==> src/rtl/result_serializer.sv <==
// ============================================================================
// result_serializer
// Queues wide results in a FIFO and streams each word MSB-chunk-first with an
// all-ones marker per active beat; bus is all zeros when idle.
// Revision: 1.0
// ============================================================================
`default_nettype none

module result_serializer #(
  parameter int DATA_W  = 16,
  parameter int CHUNK_W = 8,
  parameter int MARK_W  = 2,
  parameter int DEPTH   = 2
) (
  input  logic                      clock,
  input  logic                      reset,
  input  logic                      in_valid,
  input  logic [DATA_W-1:0]         in_data,
  output logic                      in_ready,
  input  logic                      out_stall,
  output logic [CHUNK_W+MARK_W-1:0] out,
  output logic                      out_last,
  output logic                      busy
);

  localparam int c_NCHUNK = (DATA_W + CHUNK_W - 1) / CHUNK_W;
  localparam int c_EXT_W  = c_NCHUNK * CHUNK_W;
  localparam int c_PTR_W  = (DEPTH > 1) ? $clog2(DEPTH) : 1;
  localparam int c_CNT_W  = $clog2(DEPTH + 1);
  localparam int c_K_W    = (c_NCHUNK > 1) ? $clog2(c_NCHUNK) : 1;

  localparam logic [c_PTR_W-1:0] c_PTR_LAST = c_PTR_W'(DEPTH - 1);
  localparam logic [c_CNT_W-1:0] c_CNT_FULL = c_CNT_W'(DEPTH);
  localparam logic [c_K_W-1:0]   c_K_LAST   = c_K_W'(c_NCHUNK - 1);
  localparam logic [MARK_W-1:0]  c_MARK     = '1;
  localparam logic               c_SINGLE   = (c_NCHUNK == 1);

  if (DATA_W < CHUNK_W || CHUNK_W < 1 || MARK_W < 1 || DEPTH < 1) begin : g_param_check
    $error("result_serializer: illegal parameters (need DATA_W>=CHUNK_W>=1, MARK_W>=1, DEPTH>=1)");
  end

  typedef enum logic [0:0] {
    S_IDLE = 1'b0,
    S_EMIT = 1'b1
  } state_t;

  // ---------------- result FIFO ----------------
  logic [DATA_W-1:0]  r_mem [DEPTH];
  logic [c_PTR_W-1:0] r_rd_ptr;
  logic [c_PTR_W-1:0] r_wr_ptr;
  logic [c_CNT_W-1:0] r_count;
  logic               w_push;
  logic               w_pop;
  logic [c_EXT_W-1:0] w_head_ext;

  assign in_ready   = (r_count < c_CNT_FULL);
  assign w_push     = in_valid && in_ready;
  assign w_head_ext = c_EXT_W'(r_mem[r_rd_ptr]);

  always_ff @(posedge clock) begin
    if (w_push) r_mem[r_wr_ptr] <= in_data;
  end

  always_ff @(posedge clock or posedge reset) begin
    if (reset) begin
      r_rd_ptr <= '0;
      r_wr_ptr <= '0;
      r_count  <= '0;
    end else begin
      if (w_push) r_wr_ptr <= (r_wr_ptr == c_PTR_LAST) ? '0 : r_wr_ptr + 1'b1;
      if (w_pop)  r_rd_ptr <= (r_rd_ptr == c_PTR_LAST) ? '0 : r_rd_ptr + 1'b1;
      if (w_push && !w_pop)      r_count <= r_count + 1'b1;
      else if (!w_push && w_pop) r_count <= r_count - 1'b1;
    end
  end

  // ---------------- output FSM ----------------
  state_t                      r_state, w_state_nxt;
  logic [c_EXT_W-1:0]          r_word, w_word_nxt;
  logic [c_K_W-1:0]            r_k, w_k_nxt, w_k_inc;
  logic [CHUNK_W+MARK_W-1:0]   r_out, w_out_nxt;
  logic                        r_last, w_last_nxt;
  logic                        w_fifo_ne;

  assign w_fifo_ne = (r_count != '0);
  assign w_k_inc   = r_k + 1'b1;

  always_ff @(posedge clock or posedge reset) begin
    if (reset) begin
      r_state <= S_IDLE;
      r_word  <= '0;
      r_k     <= '0;
      r_out   <= '0;
      r_last  <= 1'b0;
    end else begin
      r_state <= w_state_nxt;
      r_word  <= w_word_nxt;
      r_k     <= w_k_nxt;
      r_out   <= w_out_nxt;
      r_last  <= w_last_nxt;
    end
  end

  // r_word holds the not-yet-emitted chunks left-aligned, so the next chunk is
  // always the top slice.
  always_comb begin
    w_state_nxt = r_state;
    w_word_nxt  = r_word;
    w_k_nxt     = r_k;
    w_out_nxt   = r_out;
    w_last_nxt  = r_last;
    w_pop       = 1'b0;
    case (r_state)
      S_IDLE: begin
        w_out_nxt  = '0;
        w_last_nxt = 1'b0;
        if (w_fifo_ne) begin
          w_pop       = 1'b1;
          w_state_nxt = S_EMIT;
          w_k_nxt     = '0;
          w_out_nxt   = {w_head_ext[c_EXT_W-1 -: CHUNK_W], c_MARK};
          w_last_nxt  = c_SINGLE;
          w_word_nxt  = w_head_ext << CHUNK_W;
        end
      end
      S_EMIT: begin
        if (!out_stall) begin
          if (r_k != c_K_LAST) begin
            w_k_nxt    = w_k_inc;
            w_out_nxt  = {r_word[c_EXT_W-1 -: CHUNK_W], c_MARK};
            w_last_nxt = (w_k_inc == c_K_LAST);
            w_word_nxt = r_word << CHUNK_W;
          end else if (w_fifo_ne) begin
            w_pop      = 1'b1;
            w_k_nxt    = '0;
            w_out_nxt  = {w_head_ext[c_EXT_W-1 -: CHUNK_W], c_MARK};
            w_last_nxt = c_SINGLE;
            w_word_nxt = w_head_ext << CHUNK_W;
          end else begin
            w_state_nxt = S_IDLE;
            w_out_nxt   = '0;
            w_last_nxt  = 1'b0;
          end
        end
      end
      default: begin
        w_state_nxt = S_IDLE;
        w_out_nxt   = '0;
        w_last_nxt  = 1'b0;
      end
    endcase
  end

  assign out      = r_out;
  assign out_last = r_last;
  assign busy     = w_fifo_ne || (r_state == S_EMIT);

endmodule

`default_nettype wire

==> config.mk <==
export PLATFORM = sky130hd
export DESIGN_NAME = result_serializer
export DESIGN_NICKNAME = d
export VERILOG_FILES = /design/src/rtl/result_serializer.sv
export SDC_FILE = /design/constraint.sdc
export NUM_CORES = 1
export LEC_CHECK = 0
export ABC_AREA = 1
export CORE_MARGIN = 4
export CORE_UTILIZATION = 58
export DETAILED_ROUTE_END_ITERATION = 16
export PLACE_DENSITY = 0.92
export REMOVE_ABC_BUFFERS = 1
export SLEW_MARGIN = 20
export SYNTH_ARGS = -nofsm -noshare
export SYNTH_HDL_FRONTEND = slang
export SYNTH_SLANG_ARGS = --single-unit
==> constraint.sdc <==
create_clock -name clock -period 4.15 [get_ports clock]
set_input_delay 1.245 -clock clock [delete_from_list [all_inputs] [get_ports clock]]
set_output_delay 1.245 -clock clock [all_outputs]
set_load 0.05 [all_outputs]
---- Yosys cells after proc, flatten, opt, wreduce, memory -nomap -nowiden ----
Memory sizes are Yosys's and may differ from the RTL's.
Cells that the tools add are included.
storage, ports and cells
  bits in registers ....................... 33
  word-level logic and storage cells ...... 56
  memories ................................ 1
  memory bits (writable) .................. 32
memory list
  memory  words  width  read ports  clocked after memory_dff  write ports  line  RTL
  r_mem   2      16     1           0                         1            48    logic [DATA_W-1:0] r_mem [DEPTH];
cells by class
  reduce and logical (&&, ||, !) cells .... 9
  bitwise operators ....................... 1
  $add $sub $neg .......................... 5
  eq/ne operators ......................... 2
  order comparisons ....................... 1
  mux-type cells .......................... 29
operator list
  operator             count
  $mux 16              3
  $pmux 16 s2          1
  $mux 10              3
  $pmux 10 s2          1
  $mux 1               15
  $pmux 1 s2           4
  $mux 2               2
  $ne 2x2->1 const B   2
  $reduce_bool 2->1    2
  $add 1x1->1 const B  3
  $logic_and 1x1->1    3
  $add 2x1->2 const B  1
  $logic_not 1->1      2
  $lt 2x2->1 const B   1
  $reduce_and 2->1     1
  $sub 2x1->2 const B  1
  $logic_or 1x1->1     1
  $not 1->1            1

---- Logic depth before layout (Yosys ltp) ----
Gate-level depths: netlist of the first run.
  word-level depth ........................ 8
  gate-level depth with buffers ........... 9
  gate-level depth less buffers ........... 9

---- Worst setup path after synthesis of the first run ----
No wires, ideal clock.
  kind .................................... input -> register
  start point ............................. in in_valid
  end point ............................... mem r_mem[0][0], enable pin
  setup time .............................. 0.388 ns
  arrival ................................. 2.076 ns
  slack ................................... 1.686 ns
  buffers on the path ..................... 0
  data required time ...................... 3.762 ns
  cell stages on the path ................. 2
  path through ............................ nand2_1 > nor2_1
on the way
  word-level cells in the longest chain between the ends .. 3
RTL lines
  element                       line  RTL
  start, declared               17    input logic in_valid,
  $logic_and 1x1->1             57    assign w_push = in_valid && in_ready;
  $mux 1                        61    if (w_push) r_mem[r_wr_ptr] <= in_data;
  $mux 1 (implied by the code)  61
  end, declared                 48
Every way passes these cells.

---- Worst setup path after layout of the first run ----
  start point ............................. reg r_count[0]
  end point ............................... out busy
on the way
  word-level cells in the longest chain between the ends .. 2
RTL lines
  element                 line  RTL
  start, declared         51    logic [c_CNT_W-1:0] r_count;
  start signal, assigned  72    if (w_push && !w_pop) r_count <= r_count + 1'b1;
  start signal, assigned  73    else if (!w_push && w_pop) r_count <= r_count - 1'b1;
  $reduce_bool 2->1       85    assign w_fifo_ne = (r_count != '0);
  $logic_or 1x1->1        156   assign busy = w_fifo_ne || (r_state == S_EMIT);
  end, declared           23    output logic busy
Every way passes these cells.

==> insert_results.sql, run 1 <==
INSERT INTO impl_metrics (metric_group, metric, value, unit) VALUES
('timing', 'top_achievable_clock_speed', '328', 'MHz'),
('status', 'result_of_the_run', 'completed', ''),
('cts', 'post_cts_hold_buffer_count', '0', ''),
('yosys', 'yosys_register_bits', '64', ''),
('die', 'chipWidth', '75.4', 'µm'),
('global_routing', 'grt_first_pass_wirelength', '7760', 'µm'),
('routing', 'drt-initial-drc-count', '150', ''),
('flow_run', 'max_cap_violations', '0', ''),
('timing', 'clock-skew-final', '0.00442', 'ns'),
('cts', 'numCtsBuffers', '9', ''),
('yosys', 'ys_top_cells_by_count', 'sky130_fd_sc_hd__nand2_1 (92), sky130_fd_sc_hd__dfrtp_1 (32), sky130_fd_sc_hd__edfxtp_1 (32)', ''),
('timing', 'slew_headroom', '0.605', ''),
('yosys', 'synth_area_leaders', 'sky130_fd_sc_hd__edfxtp_1 (36%), sky130_fd_sc_hd__dfrtp_1 (30%), sky130_fd_sc_hd__nand2_1 (13%)', ''),
('placed_design', 'dp.final_hpwl', '3280', 'µm'),
('worst_setup_path', 'critical_path.max_stage_delay', '0.71', 'ns'),
('worst_setup_path', 'worst_setup_path_startpoint', 'r_count[0]', ''),
('routing', 'route.final.wire_length', '4650', 'µm'),
('die', 'core.rowCount', '24', ''),
('global_routing', 'global_route.usage.total', '0.188', ''),
('yosys', 'number_of_distinct_standard_cells_referenced_by_the_synthesized_netlist', '26', ''),
('cts', 'cts-root-buf', 'sky130_fd_sc_hd__clkbuf_8', ''),
('hold_path', 'min_from', 'r_word[2]', ''),
('worst_setup_path', 'critical_path_fanout_max', '7', ''),
('global_routing', 'number_of_global_route_vias_before_repair', '1721', ''),
('yosys', 'post-synth-top-area-fraction', '0.365', ''),
('yosys', 'postSynth.topFlopCell', 'sky130_fd_sc_hd__edfxtp_1', ''),
('die', 'die_area', '5690', 'µm²'),
('power', 'peakVddDrop', '0.501', 'mV'),
('cts', 'cts.clk_slew.worst_paths', '0.07', 'ns'),
('worst_setup_path', 'crit_arrival', '1.80', 'ns'),
('cts', 'cts_num_sinks', '64', ''),
('worst_setup_path', 'regToRegSetupSlack', '2.44', 'ns'),
('hold_path', 'min_path_type', 'reg2reg', ''),
('global_routing', 'grt_start_max_net_pins', '33', ''),
('yosys', 'synth_seq_area_share', '0.669', ''),
('routing', 'drt-wirelength-per-cell', '13.5', 'µm'),
('placed_design', 'portBuffers', '32', ''),
('timing', 'timing.setup.tns', '0', 'ns'),
('routing', 'num_vias', '1759', ''),
('cts', 'clockBufferDepth', '2', ''),
('cts', 'tritoncts', 'done', ''),
('die', 'chipHeight', '75.4', 'µm'),
('layout', 'layout.nets', '309', ''),
('placed_design', 'post-place-cells', '329', ''),
('routing', 'drc', '0', ''),
('worst_setup_path', 'crit_path_cell_trace', 'nor2_4 -> nand2_1 -> clkdlybuf4s50_1', ''),
('yosys', 'yosys.area.top_type', 'sky130_fd_sc_hd__edfxtp_1', ''),
('cts', 'cts_max_level', '3', ''),
('timing', 'worst_slew_pin_slew', '0.593', 'ns'),
('worst_setup_path', 'r2r-start', 'r_state', ''),
('power', 'report.power.total', '0.00242', 'W'),
('placed_design', 'gp_congestion', '0.865', ''),
('yosys', 'synthesis.area_per_instance', '10.6', 'µm²'),
('global_routing', 'antenna_found_initial', '0', ''),
('timing', 'final.setup.worst_slack', '1.10', 'ns'),
('die', 'core_area', '4380', 'µm²'),
('yosys', 'synthesis.instances', '248', ''),
('power', 'cellLeakagePower', '1.45', 'nW'),
('layout', 'layout-drive-gt1-share', '0.102', ''),
('yosys', 'yosysMostFrequentCell', 'sky130_fd_sc_hd__nand2_1', ''),
('timing', 'finalMaxSlewViolations', '0', ''),
('cts', 'postCtsSetupBuffers', '0', ''),
('die', 'start_util', '0.601', ''),
('worst_setup_path', 'worst_setup_path_start_kind', 'flop', ''),
('yosys', 'async_flop_share', '0.500', ''),
('timing', 'grt_setup_unrepaired', 'false', ''),
('yosys', 'synth_enable_flop_cells', '32', ''),
('worst_setup_path', 'worst_ep_required_time', '2.90', 'ns'),
('cts', 'clk_latency', '0.33', 'ns'),
('global_routing', 'grt_overflow', '0', ''),
('timing', 'min_period_over_period', '0.734', '');
-- area by class of cell --
type                    count  area (µm²)
multi-input cells         152         721
inverters                  26         105
fillers                   285        1130
repair buffers             35         343
clock buffers               9         124
well taps                  52        65.1
flip-flops and latches     64        1760
clock inverters             7         134
-- cells in the final DEF (no fill, tap or decap), types with 2 or more instances in the layout --
| cell | instances |
|---|---|
| sky130_fd_sc_hd__nand2_1 | 92 |
| sky130_fd_sc_hd__clkdlybuf4s50_1 | 32 |
| sky130_fd_sc_hd__dfrtp_1 | 32 |
| sky130_fd_sc_hd__edfxtp_1 | 32 |
| sky130_fd_sc_hd__inv_1 | 22 |
| sky130_fd_sc_hd__nand3_1 | 18 |
| sky130_fd_sc_hd__nor2_1 | 17 |
| sky130_fd_sc_hd__clkbuf_8 | 9 |
| sky130_fd_sc_hd__a21boi_0 | 6 |
| sky130_fd_sc_hd__a21oi_1 | 4 |
| sky130_fd_sc_hd__bufinv_16 | 4 |
| sky130_fd_sc_hd__buf_4 | 3 |
| sky130_fd_sc_hd__inv_2 | 2 |
| sky130_fd_sc_hd__nor2_4 | 2 |
| sky130_fd_sc_hd__nand2_4 | 2 |
| sky130_fd_sc_hd__xor2_1 | 2 |
| sky130_fd_sc_hd__clkinv_2 | 2 |
-- sequential cells by signal, summed over array words and instances, names as in the netlist --
signal / cells
r_mem: 32
r_word: 16
out: 9
r_count: 2
out_last: 1
r_k: 1
r_rd_ptr: 1
r_state: 1
r_wr_ptr: 1
-- worst max-delay path: cells and delay by family (launching register included) --
| family | cells | cell delay [ns] |
|---|---|---|
| and+or+nand+nor | 2 | 0.33 |
| buffers and inverters | 1 | 0.71 |
| DFF | 1 | 0.44 |
-- worst paths after layout --
check / endpoint / depth (start not counted)
max in group asynchronous: r_word[2] / 3
min in group asynchronous: out[8] / 3
worst min register to register: r_word[10] / 2
worst min-delay path: r_word[10] / 2
worst max register to register: r_count[1] / 7
worst max-delay path: busy / 3
-- per-layer routing --
metal  track usage  vias to the layer above  part of all wire
met5             0                        -                 0
met4        0.0990                        0             0.022
met3        0.0369                       12             0.043
met2         0.297                       38              0.50
met1         0.249                      841              0.43
li1              -                      868                 -
-- report_power, final --
part           leakage (nW)  switching (W)  internal [W]
Sequential            0.704      0.0000987      0.000825
Clock                 0.131       0.000228      0.000456
Combinational         0.620       0.000553      0.000262
-- per-stage QoR --
stage / hold slack, ns / area [µm²] / utilization
6_report: 0.491 / 3250 / 0.742
5_1_grt: 0.509 / 3250 / 0.742
4_1_cts: 0.493 / 3250 / 0.742
3_5_place_dp: 0.479 / 3000 / 0.683
3_3_place_gp: 0.472 / 3000 / 0.683
2_1_floorplan: 0.460 / 2590 / -
-- logic make-up after synthesis --
kind of cell | Yosys count | share of synthesized area
AND/OR/NAND/NOR | 135 | 0.227
flip-flops | 64 | 0.669
buffers and inverters | 32 | 0.0579
AO/OA/AOI/OAI | 13 | 0.0318
XOR/XNOR | 3 | 0.00997
adder cells (fa/ha/maj) | 1 | 0.00475
Note: power is estimated with default switching activity, not from simulation.
==> run 2: changes to the inputs <==
--- a/config.mk
+++ b/config.mk
@@ -7,9 +7,9 @@
 export LEC_CHECK = 0
 export ABC_AREA = 1
 export CORE_MARGIN = 4
-export CORE_UTILIZATION = 58
+export CORE_UTILIZATION = 49
 export DETAILED_ROUTE_END_ITERATION = 16
-export PLACE_DENSITY = 0.92
+export PLACE_DENSITY = 0.84
 export REMOVE_ABC_BUFFERS = 1
 export SLEW_MARGIN = 20
 export SYNTH_ARGS = -nofsm -noshare
==> constraint.sdc (replaced) <==
create_clock -name clock -period 2.5 [get_ports clock]
set_input_delay 0.75 -clock clock [delete_from_list [all_inputs] [get_ports clock]]
set_output_delay 0.75 -clock clock [all_outputs]
set_load 0.05 [all_outputs]
==> insert_results.sql, run 2 (synthesized netlist as in run 1, its figures left out) <==
INSERT INTO impl_metrics (metric_group, metric, value, unit) VALUES
('flow_run', 'max_cap_violations', '0', ''),
('global_routing', 'grt_start_max_net_pins', '33', ''),
('worst_setup_path', 'worst_ep_required_time', '1.75', 'ns'),
('global_routing', 'global_route.usage.total', '0.163', ''),
('die', 'start_util', '0.509', ''),
('routing', 'drc', '0', ''),
('timing', 'finalSetupViolCount', '0', ''),
('timing', 'slew_headroom', '0.612', ''),
('layout', 'mostFrequentLayoutCell', 'sky130_fd_sc_hd__nand2_1', ''),
('worst_setup_path', 'slowest_stage', 'sky130_fd_sc_hd__clkdlybuf4s50_1', ''),
('placed_design', 'gp_congestion', '0.829', ''),
('worst_setup_path', 'setup.worst_path.end_class', 'output port', ''),
('placed_design', 'portBuffers', '32', ''),
('timing', 'worst_slew_pin_slew', '0.582', 'ns'),
('die', 'core_area', '5170', 'µm²'),
('layout', 'layout-drive-gt1-share', '0.101', ''),
('cts', 'cts_max_level', '3', ''),
('placed_design', 'dp.final_hpwl', '3100', 'µm'),
('worst_setup_path', 'critical_path_fanout_max', '3', ''),
('global_routing', 'antenna_found_initial', '0', ''),
('cts', 'numCtsBuffers', '9', ''),
('timing', 'min_period_over_period', '0.960', ''),
('routing', 'num_vias', '1721', ''),
('layout', 'filler_cell_count', '433', ''),
('layout', 'layout.nets', '312', ''),
('layout', 'n_antenna_cell', '0', ''),
('routing', 'route.final.wire_length', '4640', 'µm'),
('routing', 'postRouteAntennaNets', '0', ''),
('cts', 'postCtsSetupBuffers', '0', ''),
('cts', 'cts.clk_slew.worst_paths', '0.06', 'ns'),
('global_routing', 'number_of_global_route_vias_before_repair', '1678', ''),
('status', 'result_of_the_run', 'completed', ''),
('cts', 'post_cts_hold_buffer_count', '0', ''),
('routing', 'detailedRoute.firstPassIterationCount', '4', ''),
('routing', 'route.detailed.vias_per_inst', '4.70', ''),
('worst_setup_path', 'critical_path.max_stage_delay', '0.81', 'ns'),
('cts', 'tritoncts', 'done', ''),
('worst_setup_path', 'crit_path_cell_trace', 'inv_1 -> clkdlybuf4s50_1', ''),
('timing', 'final_period_minus_worst_setup_slack', '2.40', 'ns'),
('layout', 'regMostFlops', 'r_mem', ''),
('global_routing', 'grt_overflow', '0', ''),
('power', 'pwr_density_cell', '1160', 'nW/µm²'),
('timing', 'timing.setup.tns', '0', 'ns'),
('global_routing', 'grt_first_pass_wirelength', '7760', 'µm'),
('layout', 'area_delta_synth_final', '22.1', '%'),
('timing', 'clock-skew-final', '0.00596', 'ns'),
('cts', 'clk_latency', '0.33', 'ns'),
('layout', 'area.sequential', '1760', 'µm²'),
('power', 'cellLeakagePower', '1.43', 'nW'),
('hold_path', 'min_path_type', 'reg2reg', ''),
('die', 'chipWidth', '81.3', 'µm'),
('worst_setup_path', 'crit_arrival', '1.65', 'ns'),
('timing', 'finalHoldViolCount', '0', ''),
('worst_setup_path', 'classification_of_the_worst_setup_path', 'reg2out', ''),
('die', 'die_area', '6610', 'µm²'),
('die', 'chipHeight', '81.3', 'µm'),
('cts', 'post_cts_resize_count', '1', ''),
('power', 'peakVddDrop', '0.607', 'mV'),
('worst_setup_path', 'regToRegSetupSlack', '0.89', 'ns'),
('timing', 'tightest_hold_margin', '0.487', 'ns'),
('timing', 'finalMaxSlewViolations', '0', ''),
('cts', 'cts-root-buf', 'sky130_fd_sc_hd__clkbuf_8', ''),
('layout', 'flip_flop_count_of_the_largest_register_all_copies_and_words_added', '32', ''),
('layout', 'mostFrequentLayoutCells', 'sky130_fd_sc_hd__nand2_1 (92), sky130_fd_sc_hd__dfrtp_1 (32), sky130_fd_sc_hd__edfxtp_1 (32)', ''),
('routing', 'drt-wirelength-per-cell', '12.7', 'µm'),
('timing', 'grt_setup_unrepaired', 'false', ''),
('cts', 'clockBufferDepth', '2', ''),
('die', 'core.rowCount', '26', ''),
('timing', 'top_achievable_clock_speed', '417', 'MHz'),
('routing', 'drt-initial-drc-count', '89', ''),
('worst_setup_path', 'worst_setup_path_start_kind', 'flop', ''),
('layout', 'multi_input_comb_area', '721', 'µm²'),
('cts', 'cts_num_sinks', '64', ''),
('die', 'boundaryPins', '33', '');
==> run 2: worst paths after layout <==
kind | start | end | depth (start not counted)
worst max-delay path | r_count[1] | in_ready | 2
worst min-delay path | r_word[1] | r_word[9] | 2
worst max register to register | r_state | r_count[1] | 5
worst min register to register | r_word[1] | r_word[9] | 2
max in group asynchronous | reset | r_rd_ptr | 3
min in group asynchronous | reset | out[7] | 3
==> run 2: area by class of cell <==
cell class,instances,share of cell area
repair buffers,38,0.113
multi-input cells,152,0.224
inverters,26,0.0327
well taps,70,0.0272
flip-flops and latches,64,0.547
clock buffers,11,0.0408
clock inverters,5,0.0148
==> run 2: power breakdown <==
group	internal, W	leakage [nW]	switching (W)	total (W)
Clock	0.000451	0.0922	0.000363	0.000814
Sequential	0.00137	0.704	0.000161	0.00153
Combinational	0.000454	0.633	0.000919	0.00137
==> run 2: per-stage QoR <==
step           worst slack, ns  instances  utilization  total power, W  cell area [µm²]
6_report                0.0996        366        0.622         0.00372             3220
5_1_grt                 0.0321        366        0.622         0.00395             3220
4_1_cts                 0.0724        366        0.622         0.00375             3220
3_5_place_dp             0.115        350        0.588         0.00292             3040
3_3_place_gp             0.145        350        0.588         0.00289             3040
2_1_floorplan            0.426        242            -         0.00247             2590
==> run 2: critical path: cells and delay by family (launching register included) <==
kind / cells / cell delay [ns]
buffers and inverters: 2 / 0.92
flip-flops: 1 / 0.40
==> run 2: routing by layer <==
| layer | vias to the layer above | track usage | wire length, µm |
|---|---|---|---|
| li1 | 876 | - | - |
| met1 | 800 | 0.211 | 2160 |
| met2 | 36 | 0.245 | 2120 |
| met3 | 9 | 0.0421 | 246 |
| met4 | 0 | 0.0963 | 117 |
| met5 | - | 0 | 0 |
==> run 3: changes to the inputs <==
--- a/config.mk
+++ b/config.mk
@@ -7,10 +7,9 @@
 export LEC_CHECK = 0
 export ABC_AREA = 1
 export CORE_MARGIN = 4
-export CORE_UTILIZATION = 49
+export CORE_UTILIZATION = 54
 export DETAILED_ROUTE_END_ITERATION = 16
-export PLACE_DENSITY = 0.84
-export REMOVE_ABC_BUFFERS = 1
+export PLACE_DENSITY = 0.87
 export SLEW_MARGIN = 20
 export SYNTH_ARGS = -nofsm -noshare
 export SYNTH_HDL_FRONTEND = slang
==> constraint.sdc (replaced) <==
create_clock -name clock -period 2.4 [get_ports clock]
set_input_delay 0.72 -clock clock [delete_from_list [all_inputs] [get_ports clock]]
set_output_delay 0.72 -clock clock [all_outputs]
set_load 0.05 [all_outputs]
==> insert_results.sql, run 3 (synthesized netlist as in run 1, its figures left out) <==
INSERT INTO impl_metrics (metric_group, metric, value, unit) VALUES
('hold_path', 'min_from', 'out_last', ''),
('routing', 'route.final.wire_length', '4760', 'µm'),
('worst_setup_path', 'worst_setup_path_startpoint', 'out[1]', ''),
('timing', 'timing.setup.tns', '0', 'ns'),
('die', 'start_util', '0.558', ''),
('power', 'peakVddDrop', '0.508', 'mV'),
('worst_setup_path', 'crit_arrival', '1.51', 'ns'),
('layout', 'mostFrequentLayoutCells', 'sky130_fd_sc_hd__nand2_1 (92), sky130_fd_sc_hd__dfrtp_1 (32), sky130_fd_sc_hd__edfxtp_1 (32)', ''),
('timing', 'top_achievable_clock_speed', '448', 'MHz'),
('worst_setup_path', 'ff2ff_path_depth', '5', ''),
('cts', 'cts_num_sinks', '64', ''),
('hold_path', 'hold_path_end', 'out_last', ''),
('timing', 'slew_headroom', '0.629', ''),
('yosys', 'postSynthNetCount', '269', ''),
('worst_setup_path', 'worst_path_dominant_cell_family', 'buffers and inverters', ''),
('global_routing', 'grt_overflow', '0', ''),
('routing', 'num_vias', '1769', ''),
('layout', 'layout.nets', '313', ''),
('timing', 'clock-skew-final', '0.00555', 'ns'),
('global_routing', 'grt_util_met2', '0.274', ''),
('worst_setup_path', 'classification_of_the_worst_setup_path', 'reg2out', ''),
('worst_setup_path', 'slowest_stage', 'sky130_fd_sc_hd__clkdlybuf4s50_1', ''),
('cts', 'cts-root-buf', 'sky130_fd_sc_hd__clkbuf_8', ''),
('worst_setup_path', 'r2r_end', 'r_count[1]', ''),
('cts', 'clockBufferDepth', '2', ''),
('cts', 'cts.clk_slew.worst_paths', '0.07', 'ns'),
('timing', 'worst_slew_pin_slew', '0.556', 'ns'),
('placed_design', 'portBuffers', '32', ''),
('global_routing', 'global_route.usage.total', '0.180', ''),
('routing', 'drt-wirelength-per-cell', '13.1', 'µm'),
('timing', 'final_period_minus_worst_setup_slack', '2.23', 'ns'),
('global_routing', 'grt_start_max_net_pins', '33', ''),
('cts', 'postCtsSetupBuffers', '0', ''),
('timing', 'finalHoldViolCount', '0', ''),
('routing', 'drc', '0', ''),
('worst_setup_path', 'crit_path_cell_trace', 'clkdlybuf4s50_1', ''),
('global_routing', 'number_of_global_route_vias_before_repair', '1738', ''),
('cts', 'clk_latency', '0.34', 'ns'),
('routing', 'route.detailed.vias_per_inst', '4.86', ''),
('global_routing', 'grt_first_pass_wirelength', '8170', 'µm'),
('worst_setup_path', 'worst-path-buf-inv', '1', ''),
('worst_setup_path', 'critical_path_fanout_max', '3', ''),
('hold_path', 'min_path_type', 'reg2reg', ''),
('power', 'cellLeakagePower', '1.45', 'nW'),
('worst_setup_path', 'r2r-start', 'r_state', ''),
('die', 'core_area', '4720', 'µm²'),
('global_routing', 'gr-max-usage-layer', 'met2', ''),
('die', 'chipHeight', '77.9', 'µm'),
('timing', 'finalSetupViolCount', '0', ''),
('hold_path', 'worst_hold_path.num_cells', '2', ''),
('worst_setup_path', 'worst_setup_path_start_kind', 'flop', ''),
('layout', 'mostFrequentLayoutCell', 'sky130_fd_sc_hd__nand2_1', ''),
('placed_design', 'gp_congestion', '0.792', ''),
('timing', 'grt_setup_unrepaired', 'false', ''),
('die', 'chipWidth', '77.9', 'µm'),
('die', 'boundaryPins', '33', ''),
('layout', 'n_antenna_cell', '0', ''),
('placed_design', 'dp.final_hpwl', '3160', 'µm'),
('die', 'die_area', '6060', 'µm²'),
('die', 'core.rowCount', '25', ''),
('worst_setup_path', 'regToRegSetupSlack', '0.76', 'ns'),
('power', 'report.power.total', '0.00400', 'W'),
('layout', 'layout-drive-gt1-share', '0.121', ''),
('cts', 'cts_max_level', '3', ''),
('global_routing', 'use_met3', '0.0360', ''),
('power', 'pwr_density_cell', '1230', 'nW/µm²'),
('status', 'result_of_the_run', 'completed', ''),
('layout', 'flip_flop_count_of_the_largest_register_all_copies_and_words_added', '32', ''),
('cts', 'post_cts_resize_count', '0', ''),
('worst_setup_path', 'worst_ep_required_time', '1.68', 'ns'),
('routing', 'postRouteAntennaNets', '0', ''),
('global_routing', 'antenna_found_initial', '0', ''),
('timing', 'tightest_hold_margin', '0.482', 'ns'),
('cts', 'tritoncts', 'done', ''),
('flow_run', 'max_cap_violations', '0', ''),
('layout', 'regMostFlops', 'r_mem', ''),
('timing', 'finalMaxSlewViolations', '0', ''),
('worst_setup_path', 'critical_path.max_stage_delay', '0.81', 'ns'),
('routing', 'detailedRoute.firstPassIterationCount', '4', ''),
('worst_setup_path', 'setup.worst_path.end_class', 'output port', ''),
('cts', 'numCtsBuffers', '9', ''),
('timing', 'min_period_over_period', '0.929', ''),
('layout', 'area_delta_synth_final', '23.3', '%'),
('global_routing', 'gr-usage-met1', '0.235', ''),
('cts', 'post_cts_hold_buffer_count', '0', ''),
('routing', 'drt-initial-drc-count', '215', '');
[run 3: cell count changes in the layout (fill, tap and decap cells not counted), sizes merged]
cell	previous run	this run
buf	6	9
clkbuf	11	9
bufinv	1	2
clkdlybuf4s50	31	30
clkinvlp	0	1
dlygate4sd2	1	0
[run 3: how the worst max path moves through the flow]
stage | endpoint | slack, ns | cells past startpoint
floorplan | r_mem[0][0] | 0.33 | 3
global placement | r_count[1] | 0.16 | 8
detailed placement | r_count[1] | 0.13 | 8
CTS | out[1] | 0.15 | 1
global route | out[0] | 0.1 | 1
finish | out[1] | 0.17 | 1
[run 3: metrics by stage]
stage | cell area [µm²] | instances | setup slack (ns) | util
2_1_floorplan | 2640 | 248 | 0.326 | -
3_3_place_gp | 3040 | 348 | 0.157 | 0.643
3_5_place_dp | 3040 | 348 | 0.127 | 0.643
4_1_cts | 3250 | 364 | 0.145 | 0.688
5_1_grt | 3250 | 364 | 0.0988 | 0.688
6_report | 3250 | 364 | 0.170 | 0.688
[run 3: cell type report]
type | instances | area [µm²]
Clock buffer | 9 | 124
Clock inverter | 7 | 86.3
Fill cell | 343 | 1470
Inverter | 26 | 105
Multi-Input combinational cell | 152 | 721
Sequential cell | 64 | 1760
Tap cell | 67 | 83.8
Timing Repair Buffer | 39 | 368
[run 3: routing by layer]
metal,vias to the layer above,part of all wire
li1,882,-
met1,825,0.45
met2,51,0.48
met3,11,0.048
met4,0,0.023
met5,-,0
[run 3: power by group]
group          total [W]  switching, W  internal, W
registers        0.00159      0.000165      0.00143
clock network   0.000984      0.000409     0.000575
logic            0.00142      0.000959     0.000464
total            0.00400       0.00153      0.00247
